## config.mk

```make
export PLATFORM = sky130hd
export DESIGN_NAME = axi_write_mem_port
export DESIGN_NICKNAME = d
export VERILOG_FILES = /design/src/rtl/axi_mem_pkg.sv /design/src/rtl/axi_burst_addr_gen.sv /design/src/rtl/axi_write_mem_port.sv
export SDC_FILE = /design/constraint.sdc
export NUM_CORES = 1
export LEC_CHECK = 0
export CORE_MARGIN = 3
export CORE_UTILIZATION = 30
export CTS_CLUSTER_SIZE = 24
export DETAILED_ROUTE_END_ITERATION = 10
export PLACE_DENSITY = 0.66
export SLEW_MARGIN = 20
export SYNTH_ARGS = -nofsm -noshare
export SYNTH_HDL_FRONTEND = slang
export SYNTH_SLANG_ARGS = --single-unit
```

## constraint.sdc

```tcl
create_clock -name aclk -period 7.8 [get_ports aclk]
set_input_delay 1.17 -clock aclk [delete_from_list [all_inputs] [get_ports aclk]]
set_output_delay 1.17 -clock aclk [all_outputs]
set_load 0.005 [all_outputs]
```

## src/rtl/axi_mem_pkg.sv

```systemverilog
// Shared AXI encodings and write-port state type for the memory-side AXI ports.
package axi_mem_pkg;

   localparam logic [1:0] AXI_BURST_FIXED = 2'b00;
   localparam logic [1:0] AXI_BURST_INCR  = 2'b01;
   localparam logic [1:0] AXI_BURST_WRAP  = 2'b10;

   localparam logic [1:0] AXI_RESP_OKAY   = 2'b00;
   localparam logic [1:0] AXI_RESP_SLVERR = 2'b10;

   typedef enum logic [1:0] {
      IDLE,
      DATA,
      RESP
   } wr_state_t;

endpackage

```

## src/rtl/axi_burst_addr_gen.sv

```systemverilog
// Combinational next-beat byte address for FIXED/INCR/WRAP bursts.
// Shared by the write and read memory ports.
module axi_burst_addr_gen
   import axi_mem_pkg::*;
#(
   parameter int ADDR_WIDTH = 32
) (
   input  logic [ADDR_WIDTH-1:0] cur_addr,
   input  logic [2:0]            size,
   input  logic [7:0]            len,
   input  logic [1:0]            burst,
   output logic [ADDR_WIDTH-1:0] next_addr,
   output logic                  wrap_len_err
);

   logic [ADDR_WIDTH-1:0] step;
   logic [ADDR_WIDTH-1:0] incr_addr;
   logic [ADDR_WIDTH-1:0] wrap_mask;
   logic                  wrap_len_ok;

   always_comb begin
      step         = ADDR_WIDTH'(1) << size;
      incr_addr    = cur_addr + step;
      wrap_len_ok  = (len == 8'd1) || (len == 8'd3) || (len == 8'd7) || (len == 8'd15);
      wrap_mask    = ((ADDR_WIDTH'(len) + ADDR_WIDTH'(1)) << size) - ADDR_WIDTH'(1);
      wrap_len_err = (burst == AXI_BURST_WRAP) && !wrap_len_ok;
      next_addr    = incr_addr;
      case (burst)
         AXI_BURST_FIXED: next_addr = cur_addr;
         // an illegal wrap length degrades to INCR so the burst still completes
         AXI_BURST_WRAP:  next_addr = wrap_len_ok ? ((cur_addr & ~wrap_mask) | (incr_addr & wrap_mask))
                                                  : incr_addr;
         default:         next_addr = incr_addr;
      endcase
   end

endmodule

```

## src/rtl/axi_write_mem_port.sv

```systemverilog
// Wide-side AXI4 write slave: one AW/W burst at a time, one registered RAM write
// per accepted beat, B response with the burst ID once the last beat is taken.
//
// state | meaning
// IDLE  | awready high, waiting for a burst header
// DATA  | wready high, each beat becomes one RAM write
// RESP  | bvalid high, holding bid/bresp until bready
module axi_write_mem_port
   import axi_mem_pkg::*;
#(
   parameter int DATA_WIDTH        = 128,
   parameter int ADDR_WIDTH        = 32,
   parameter int ID_WIDTH          = 8,
   parameter int MEMORY_SIZE_BYTES = 4096,
   parameter int MEM_ADDR_WIDTH    = $clog2(MEMORY_SIZE_BYTES / (DATA_WIDTH / 8))
) (
   input  logic                      aclk,
   input  logic                      areset,
   input  logic [ADDR_WIDTH-1:0]     s_axi_awaddr,
   input  logic [2:0]                s_axi_awsize,
   input  logic [7:0]                s_axi_awlen,
   input  logic [1:0]                s_axi_awburst,
   input  logic [ID_WIDTH-1:0]       s_axi_awid,
   input  logic                      s_axi_awvalid,
   output logic                      s_axi_awready,
   input  logic [DATA_WIDTH-1:0]     s_axi_wdata,
   input  logic [DATA_WIDTH/8-1:0]   s_axi_wstrb,
   input  logic                      s_axi_wlast,
   input  logic                      s_axi_wvalid,
   output logic                      s_axi_wready,
   output logic [ID_WIDTH-1:0]       s_axi_bid,
   output logic [1:0]                s_axi_bresp,
   output logic                      s_axi_bvalid,
   input  logic                      s_axi_bready,
   output logic                      mem_we,
   output logic [MEM_ADDR_WIDTH-1:0] mem_addr,
   output logic [DATA_WIDTH-1:0]     mem_wdata,
   output logic [DATA_WIDTH/8-1:0]   mem_wstrb
);

   localparam int LOG2_BYTES = $clog2(DATA_WIDTH / 8);

   wr_state_t             state, state_nxt;
   logic [ADDR_WIDTH-1:0] cur_addr;
   logic [ADDR_WIDTH-1:0] next_addr;
   logic [2:0]            size_q;
   logic [7:0]            len_q;
   logic [1:0]            burst_q;
   logic [ID_WIDTH-1:0]   id_q;
   logic [7:0]            beat_cnt;
   logic                  err;
   logic                  size_err;
   logic                  wrap_len_err;
   logic                  aw_hs;
   logic                  w_hs;
   logic                  last_beat;
   logic                  beat_oob;

   axi_burst_addr_gen #(
      .ADDR_WIDTH (ADDR_WIDTH)
   ) u_addr_gen (
      .cur_addr     (cur_addr),
      .size         (size_q),
      .len          (len_q),
      .burst        (burst_q),
      .next_addr    (next_addr),
      .wrap_len_err (wrap_len_err)
   );

   assign aw_hs     = s_axi_awvalid && s_axi_awready;
   assign w_hs      = s_axi_wvalid && s_axi_wready;
   assign last_beat = (beat_cnt == len_q);
   assign beat_oob  = (cur_addr >= ADDR_WIDTH'(MEMORY_SIZE_BYTES));
   assign s_axi_bid   = id_q;
   assign s_axi_bresp = err ? AXI_RESP_SLVERR : AXI_RESP_OKAY;

   always_ff @(posedge aclk) begin
      if (areset) state <= IDLE;
      else        state <= state_nxt;
   end

   // handshake outputs are gated by areset so they are low even before the first edge
   always_comb begin
      state_nxt     = state;
      s_axi_awready = 1'b0;
      s_axi_wready  = 1'b0;
      s_axi_bvalid  = 1'b0;
      case (state)
         IDLE: begin
            s_axi_awready = !areset;
            if (s_axi_awvalid) state_nxt = DATA;
         end
         DATA: begin
            s_axi_wready = !areset;
            if (s_axi_wvalid && last_beat) state_nxt = RESP;
         end
         RESP: begin
            s_axi_bvalid = !areset;
            if (s_axi_bready) state_nxt = IDLE;
         end
         default: state_nxt = IDLE;
      endcase
   end

   always_ff @(posedge aclk) begin
      if (areset) begin
         cur_addr  <= '0;
         size_q    <= '0;
         len_q     <= '0;
         burst_q   <= '0;
         id_q      <= '0;
         beat_cnt  <= '0;
         err       <= 1'b0;
         size_err  <= 1'b0;
         mem_we    <= 1'b0;
         mem_addr  <= '0;
         mem_wdata <= '0;
         mem_wstrb <= '0;
      end else begin
         mem_we <= 1'b0;
         if (aw_hs) begin
            cur_addr <= s_axi_awaddr;
            size_q   <= s_axi_awsize;
            len_q    <= s_axi_awlen;
            burst_q  <= s_axi_awburst;
            id_q     <= s_axi_awid;
            beat_cnt <= '0;
            err      <= 1'b0;
            size_err <= (s_axi_awsize > 3'(LOG2_BYTES));
         end
         if (w_hs) begin
            // beats are always consumed; only the RAM strobe is withheld on errors
            mem_we    <= !size_err && !beat_oob;
            mem_addr  <= cur_addr[MEM_ADDR_WIDTH+LOG2_BYTES-1 -: MEM_ADDR_WIDTH];
            mem_wdata <= s_axi_wdata;
            mem_wstrb <= s_axi_wstrb;
            beat_cnt  <= beat_cnt + 8'd1;
            cur_addr  <= next_addr;
            if (size_err || beat_oob || wrap_len_err || (s_axi_wlast != last_beat))
               err <= 1'b1;
         end
      end
   end

endmodule

```

Word level (Yosys, flattened, before mapping)
Cells that the tools add are included.
Operators by class
  add/subtract/negate cells: 4
  magnitude comparators: 2
  equality and inequality tests: 13
  shifts and indexed selects: 2
  mux-type cells: 17
  bitwise operators: 5
  reduce and logical (&&, ||, !) cells: 21
Operators with widths (number)
  32-bit two-way mux: 3
  32-bit AND: 2
  32-bit one-hot mux with 2 select lines: 1
  32-bit adder: 1
  32-bit by 13-bit >= comparator with 1-bit output (second input constant): 1
  32-bit inverter: 1
  32-bit OR: 1
  1-bit by 3-bit << shifter with 32-bit output (first input constant): 1
  32-bit by 3-bit << shifter with 32-bit output: 1
  32-bit by 1-bit subtractor with 32-bit output (second input constant): 1
  8-bit two-way mux: 2
  8-bit by 1-bit adder with 9-bit output (second input constant): 1
  8-bit by 1-bit adder with 8-bit output (second input constant): 1
  8-bit by 1-bit == test with 1-bit output (second input constant): 1
  8-bit by 2-bit == test with 1-bit output (second input constant): 1
  8-bit by 3-bit == test with 1-bit output (second input constant): 1
  8-bit by 4-bit == test with 1-bit output (second input constant): 1
  8-bit == test: 1
  2-bit two-way mux: 4
  2-bit inequality test (second input constant): 4
  1-bit logical OR: 6
  1-bit two-way mux: 6
  2-bit one-hot mux with 3 select lines: 1
  1-bit logical AND: 5
  11 further kinds: 16
Word-level totals
  bits in registers: 218
  input port bits: 203
  logic and storage cells: 77

Logic depth before layout (Yosys ltp)
Gate-level depths: netlist of run 1.
  depth in word-level cells: 10
  gate-level depth with buffers: 17
  gate-level depth less buffers: 14

Hierarchy
Synthesis of run 1 repeated with hierarchy kept, for this count alone.
Second synthesis, totals
  cells, all modules: 1333
  area total of the unflattened synthesis: 10149.7 um^2
By module, submodules not included
  axi_write_mem_port: instances 1, cells an instance 995, area an instance 7955.1 um^2, sequential area each 4364.2 um^2
  axi_burst_addr_gen: instances 1, cells an instance 338, area an instance 2194.6 um^2, sequential area each 0.0 um^2

Worst setup path after synthesis of run 1
Ideal clock, no wire load.
  path type: register -> register
  start: register size_q[2]
  end: register (tool-made name)
  arrival: 3.681 ns
  setup slack: 4.040 ns
  stages on the path, launching flop included: 16
  path through: dfxtp_1 buf_6 clkbuf_1 clkbuf_1 nor3_1 ha_1 inv_1 fa_1 nor2b_1 o21ai_0 a21oi_1 o21ai_0 a2111oi_0 nand3_1 or4_1 o211ai_1
RTL lines
  from (decl): RTL line axi_write_mem_port.sv:46  | logic [2:0] size_q;
  from (signal assigned): RTL line axi_write_mem_port.sv:123  | size_q <= s_axi_awsize;

==> results.yml, run 1 <==
drt:
  via_count: 10710
  via_per_instance_ratio: 4.970
  routedWlPerCell_microns: 16.20
  route.antenna.remaining_nets: 0
  detailedRoute.firstPassIterationCount: 5
  drt-initial-drc-count: 924
  remaining_drc_errors: 0
  wl_mm: 34.90
setup_path:
  critPathLaunchType: "register"
  critPathSlowestCell: "sky130_fd_sc_hd__dfxtp_1"
  crit_fanout: 28
  reg2reg_setup_slack_ns: 3.38
  worst_r2r_startpoint: "size_q[0]$_SDFFE_PP0P_"
  criticalPathCategory: "register to register"
  r2r_depth: 13
  crit_path_cell_trace: "inv_1 > nor2_1 > nand2_1 > fa_1 > nor2b_1 > o21ai_0 > a21oi_1 > o21ai_0 > a21oi_1 > and2_0 > nand4_1 > or4_1 > o211ai_1"
  startpoint: "size_q[0]$_SDFFE_PP0P_"
  worst_path_largest_cell_delay_ns: 0.92
  critical_path_capture_point_type: "register"
  cp.required_ns: 8.28
  critPathArrivalTime_ns: 4.90
timing:
  finalClockSkew_ns: 0.02747
  final_hold_viol_count: 0
  finalSetupViolations: 0
  worst_pin_slew_ns: 1.010
  max_slew_margin: 0.3265
  setup_total_negative_slack_ns: 0
  slew_violations: 0
  finalCritPeriodShare: 0.5666
  max_freq_ghz: 0.2263
  rsz0062_at_grt: "false"
  setup_ws_ns: 3.381
  finalWorstPathRequiredPeriod_ns: 4.419
yosys:
  synth_simple_gate_area_share: 0.2531
  post_synth_inst_count: 1379
  synth_xor_xnor_area_share: 0.02419
  synth.yosys.warnings: 0
  ys_ff_latch: 218
  dominantRegCellSynth: "sky130_fd_sc_hd__dfxtp_1"
  yosys-mux-area-fraction: 0.008102
  netlist-cell-type-count: 85
  synthesized_area_sq_mm: 0.01050
  synth_enable_flop_cells: 0
  synth_top_family_by_area: "simple AND/OR/NAND/NOR gates"
  fraction_of_the_mapped_netlist_area_in_adder_cells: 0.01740
  seq_area_frac_synth: 0.4156
  synth-compound-area-share: 0.2207
  postSynthAreaPerCell_sq_um: 7.615
  syn-num-nets: 1596
  synth-async-reset-ratio: 0
worst_hold_path:
  worstHoldPathType: "register to register"
cts:
  cts_max_level: 1
  clock_tree_from_tritoncts: "built"
  clock_insertion_delay_worst_skew_ns: 0.56
  post_cts_hold_buffer_count: 0
  cts_root_buffer_type: "sky130_fd_sc_hd__clkbuf_16"
  cts_max_path_buffers: 3
  cts.repair.resized: 0
  post_cts.repair.setup_buffers: 0
  clock_sink_total: 218
  cts_made_buffers: 28
  clkTransAtPathRegs_ns: 0.07
placed_design:
  i_o_buffers: 367
  weighted_congestion_reported_at_the_end_of_routability_driven_placement: 0.8392
  dp_hpwl_mm: 24.88
  dpl_worst_slack_ns: 2.946
floorplanning:
  floorplan.rows: 67
  io-pin-count: 369
  die_y_microns: 193.1
  fp.dieArea_sq_mm: 0.03729
  fp.coreArea_sq_mm: 0.03404
  die_w_microns: 193.1
  initial_utilization: 0.3085
power:
  standby_leakage_power_nw: 5.265
  power_mw: 3.079
  powerDensity_mw_per_mm2: 202.2
  ir_worst_vdd_v: 0.0001677
cells_and_area:
  most_frequent_standard_cell_in_the_layout_excluding_fill_and_tap_cells: "sky130_fd_sc_hd__nand2_1"
  drive_gt1_frac: 0.05285
  finalNetCount: 1898
  final_cell_mix: "392 x sky130_fd_sc_hd__nand2_1, 366 x sky130_fd_sc_hd__clkdlybuf4s50_1, 217 x sky130_fd_sc_hd__dfxtp_1"
  fill_cells: 3427
  area_growth_pct: 44.99
  utilization: 0.4474
global_route:
  global_route.overflow_total: 0
  grt_first_pass_wirelength_mm: 53.85
  track_usage: 0.1762
  grt_pass1_vias: 10070
  grt_max_degree: 121
  number_of_antenna_violations_at_the_first_check_in_global_routing: 4
job:
  max_cap_viol_count: 0
run_status:
  run_status: "complete, no violations"
-- synthesized netlist by cell type, drive strengths merged, types with 3 or more instances --
cell type | n | area share
or3 | 7 | 0.0046
and3 | 14 | 0.0083
clkbuf | 75 | 0.027
xnor2 | 20 | 0.017
nand2b | 14 | 0.0083
a2111oi | 3 | 0.0031
a32oi | 3 | 0.0025
dfxtp | 218 | 0.42
mux2 | 4 | 0.0043
or2 | 3 | 0.0018
nand3 | 28 | 0.013
or4 | 5 | 0.0036
mux2i | 4 | 0.0038
a211oi | 6 | 0.0043
inv | 26 | 0.0093
nor4 | 5 | 0.0030
xor2 | 9 | 0.0075
and4 | 3 | 0.0025
o31ai | 7 | 0.0050
o32ai | 13 | 0.011
o221a | 3 | 0.0032
a21oi | 62 | 0.030
o21ai | 183 | 0.088
o21a | 8 | 0.0057
o211ai | 10 | 0.0081
nor2b | 6 | 0.0036
nand4 | 11 | 0.0071
a22oi | 7 | 0.0050
a31oi | 22 | 0.015
buf | 30 | 0.023
a41oi | 6 | 0.0068
nand3b | 5 | 0.0036
nand2 | 393 | 0.14
and2 | 17 | 0.010
a311oi | 4 | 0.0033
a21o | 4 | 0.0029
ha | 13 | 0.015
nor2 | 58 | 0.021
a211o | 7 | 0.0058
nor3 | 27 | 0.013
-- power breakdown --
| group | internal, mW | switching [mW] | leakage, nW |
|---|---|---|---|
| clock network | 0.768 | 0.518 | 0.453 |
| registers | 1.19 | 0.0683 | 1.77 |
| logic | 0.285 | 0.253 | 3.04 |
| total | 2.24 | 0.840 | 5.26 |
-- kinds of logic after synthesis --
family / Yosys count
other: 1
buffers and inverters: 132
AO/OA/AOI/OAI: 372
adder cells (fa/ha/maj): 14
multiplexers: 8
XOR/XNOR: 29
AND/OR/NAND/NOR: 605
flip-flops: 218
-- per-stage QoR --
stage | area [sq um] | hold slack (ns) | std cells
2_1_floorplan | 10500 | 0.4321 | 1379
3_3_place_gp | 14280 | 0.4418 | 2099
3_5_place_dp | 14280 | 0.4481 | 2099
4_1_cts | 15210 | 0.4561 | 2151
5_1_grt | 15220 | 0.4744 | 2153
6_report | 15230 | 0.4504 | 2154
-- critical path, delay by kind of cell, from the launching register on --
kind / cells / cell delay [ns]
flops: 1 / 0.92
buf+inv: 1 / 0.36
fa+ha+maj: 1 / 0.47
simple gates: 6 / 1.56
compound gates: 5 / 1.04
-- metal layers --
metal  global-route usage  vias to the layer above  wire, microns
met2               0.2908                      393          16670
met3              0.05279                       53           3073
met1               0.2244                     4899          14430
met4              0.04840                        4            702
met5                    0                        -             21
li1                     -                     5357              -
-- layout make-up --
type                    count  area (sq um)  share of cell area
diodes                      3         7.507           0.0004931
well taps                 448         560.5             0.03681
flip-flops and latches    218          4365              0.2867
multi-input cells        1029          5510              0.3619
clock buffers              39         782.0             0.05136
repair buffers            378          3755              0.2466
clock inverters            13         145.1            0.009532
inverters                  26         100.1            0.006574
-- worst min path at each step --
stage,start,slack [ns],to,depth (start not counted)
after floorplan,size_err$_SDFFE_PP0P_,0.43,size_err$_SDFFE_PP0P_,2
after global placement,mem_wdata[25]$_SDFFE_PP0P_,0.44,mem_wdata[25]$_SDFFE_PP0P_,2
after detailed placement,s_axi_bid[3]$_SDFFE_PP0P_,0.45,s_axi_bid[3]$_SDFFE_PP0P_,2
after CTS,s_axi_bid[3]$_SDFFE_PP0P_,0.46,s_axi_bid[3]$_SDFFE_PP0P_,2
after global routing,s_axi_bid[0]$_SDFFE_PP0P_,0.47,s_axi_bid[0]$_SDFFE_PP0P_,2
final,s_axi_bid[3]$_SDFFE_PP0P_,0.45,s_axi_bid[3]$_SDFFE_PP0P_,2
(Power assumes the default switching activity.)
==> run 2: changes to the inputs <==
Clock period 7.8 ns to 4.6 ns, I/O delays scaled along.
==> run 2 against run 1 <==
Effect of this change:
- setup slack got worse by 2.7 ns
- sequential cell count unchanged
- final cell count is 0.14% lower
- wire length rose by 1.5%
- critical path depth up 1
- first-iteration DRC count is 17% lower
- combinational power rose by 73%
- clock skew fell by 0.0038 ns
- hold slack better by 0.0029 ns
- register-to-register slack got worse by 2.7 ns
- total power grew 67%
- highest routed layer unchanged
==> results.yml, run 2 (same netlist as run 1, synthesis figures left out) <==
cts:
  post_cts_hold_buffer_count: 0
  clock_sink_total: 218
  cts.repair.resized: 0
  post_cts.repair.setup_buffers: 0
  cts_max_level: 1
  cts_max_path_buffers: 3
  clkTransAtPathRegs_ns: 0.06
  cts_made_buffers: 27
  cts_root_buffer_type: "sky130_fd_sc_hd__clkbuf_16"
  clock_tree_from_tritoncts: "built"
  clock_insertion_delay_worst_skew_ns: 0.56
cells_and_area:
  finalNetCount: 1901
  utilization: 0.4468
  final_cell_mix: "392 x sky130_fd_sc_hd__nand2_1, 366 x sky130_fd_sc_hd__clkdlybuf4s50_1, 218 x sky130_fd_sc_hd__dfxtp_1"
  most_frequent_standard_cell_in_the_layout_excluding_fill_and_tap_cells: "sky130_fd_sc_hd__nand2_1"
  area_growth_pct: 44.80
  drive_gt1_frac: 0.05229
setup_path:
  worst_path_largest_cell_delay_ns: 0.67
  crit_path_cell_trace: "inv_1 > nor2_1 > nand2_1 > fa_1 > nor2b_1 > o21ai_0 > a21oi_1 > o21ai_0 > a21oi_1 > buf_4 > and2_0 > nand4_1 > or4_1 > o211ai_1"
  critical_path_capture_point_type: "register"
  reg2reg_setup_slack_ns: 0.67
  crit_fanout: 16
  worst_r2r_startpoint: "size_q[0]$_SDFFE_PP0P_"
  critPathSlowestCell: "sky130_fd_sc_hd__dfxtp_1"
  criticalPathCategory: "register to register"
  cp.required_ns: 5.06
  r2r_depth: 14
  critPathArrivalTime_ns: 4.39
  critPathLaunchType: "register"
  startpoint: "size_q[0]$_SDFFE_PP0P_"
drt:
  remaining_drc_errors: 0
  via_per_instance_ratio: 4.991
  via_count: 10740
  detailedRoute.firstPassIterationCount: 6
  routedWlPerCell_microns: 16.47
  drt-initial-drc-count: 767
  wl_mm: 35.43
  route.antenna.remaining_nets: 0
run_status:
  run_status: "complete, no violations"
timing:
  finalCritPeriodShare: 0.8554
  slew_violations: 0
  max_slew_margin: 0.2588
  setup_total_negative_slack_ns: 0
  final.hold.worst_slack_ns: 0.4533
  finalClockSkew_ns: 0.02371
  worst_pin_slew_ns: 1.112
  final_hold_viol_count: 0
  finalWorstPathRequiredPeriod_ns: 3.935
  finalSetupViolations: 0
  max_freq_ghz: 0.2541
  rsz0062_at_grt: "false"
global_route:
  grt_first_pass_wirelength_mm: 54.74
  grt_pass1_vias: 10240
  grt_max_degree: 242
  track_usage: 0.1797
  number_of_antenna_violations_at_the_first_check_in_global_routing: 6
  global_route.overflow_total: 0
floorplanning:
  initial_utilization: 0.3085
  die_y_microns: 193.1
  fp.dieArea_sq_mm: 0.03729
  floorplan.rows: 67
  io-pin-count: 369
  die_w_microns: 193.1
  fp.coreArea_sq_mm: 0.03404
job:
  max_cap_viol_count: 0
power:
  power_mw: 5.140
  powerDensity_mw_per_mm2: 338.0
  ir_worst_vdd_v: 0.0002679
  standby_leakage_power_nw: 5.270
placed_design:
  dp_hpwl_mm: 25.11
  weighted_congestion_reported_at_the_end_of_routability_driven_placement: 0.8736
  i_o_buffers: 367
worst_hold_path:
  hold_path.startpoint: "s_axi_bid[5]$_SDFFE_PP0P_"
  worstHoldPathType: "register to register"
-- run 2: changes by cell type in the layout (fill, tap and decap cells not counted), sizes merged --
cell and change:
inv +2, bufinv -1, clkinvlp -2, diode -2
clkinv -3, buf +4, clkbuf -1
-- run 2: critical path: cells and delay by family (launching register included) --
family / cells / cell delay [ns]
compound gates: 5 / 0.89
fa+ha+maj: 1 / 0.46
buf+inv: 2 / 0.47
flops: 1 / 0.67
simple gates: 6 / 1.35
-- run 2: power breakdown --
group          internal [mW]  switching, mW
registers               2.01          0.113
clock network           1.23          0.852
logic                  0.488          0.442
total                   3.73           1.41
-- run 2: how the worst min path moves through the flow --
| stage | cells past startpoint | endpoint |
|---|---|---|
| after floorplan | 2 | size_err$_SDFFE_PP0P_ |
| after global placement | 2 | mem_wdata[6]$_SDFFE_PP0P_ |
| after detailed placement | 2 | s_axi_bid[5]$_SDFFE_PP0P_ |
| after CTS | 2 | s_axi_bid[5]$_SDFFE_PP0P_ |
| after global routing | 2 | s_axi_bid[4]$_SDFFE_PP0P_ |
| final | 2 | s_axi_bid[5]$_SDFFE_PP0P_ |
-- run 2: layout make-up --
type	count	area, sq um
sequential	218	4364
antenna	1	2.502
clock buffer	38	777.0
fill	3384	18830
clock inverter	9	88.84
multi-input combinational	1029	5507
inverter	26	100.1
tap	448	560.5
timing repair buffer	382	3806
-- run 2: per-layer routing --
metal / wire length [microns] / global-route usage / up-vias
met2: 16720 / 0.2972 / 415
met1: 14530 / 0.2254 / 4886
met3: 3221 / 0.05569 / 69
met5: 42 / 0 / -
li1: - / - / 5358
met4: 923 / 0.05396 / 8
-- run 2: per-stage QoR --
step / instances / worst slack [ns] / cell area, sq um
after global routing: 2151 / 0.3807 / 15210
after floorplan: 1379 / 0.8401 / 10500
final: 2151 / 0.6653 / 15210
after global placement: 2103 / 0.8474 / 14340
after detailed placement: 2103 / 0.7670 / 14340
after CTS: 2150 / 0.7325 / 15200
==> run 3: changes to the inputs <==
Settings changed: ABC_CLOCK_PERIOD_IN_PS set to 4600.
==> results of run 3 <==
The final DEF is identical to that of run 2; final timing and power are the same.
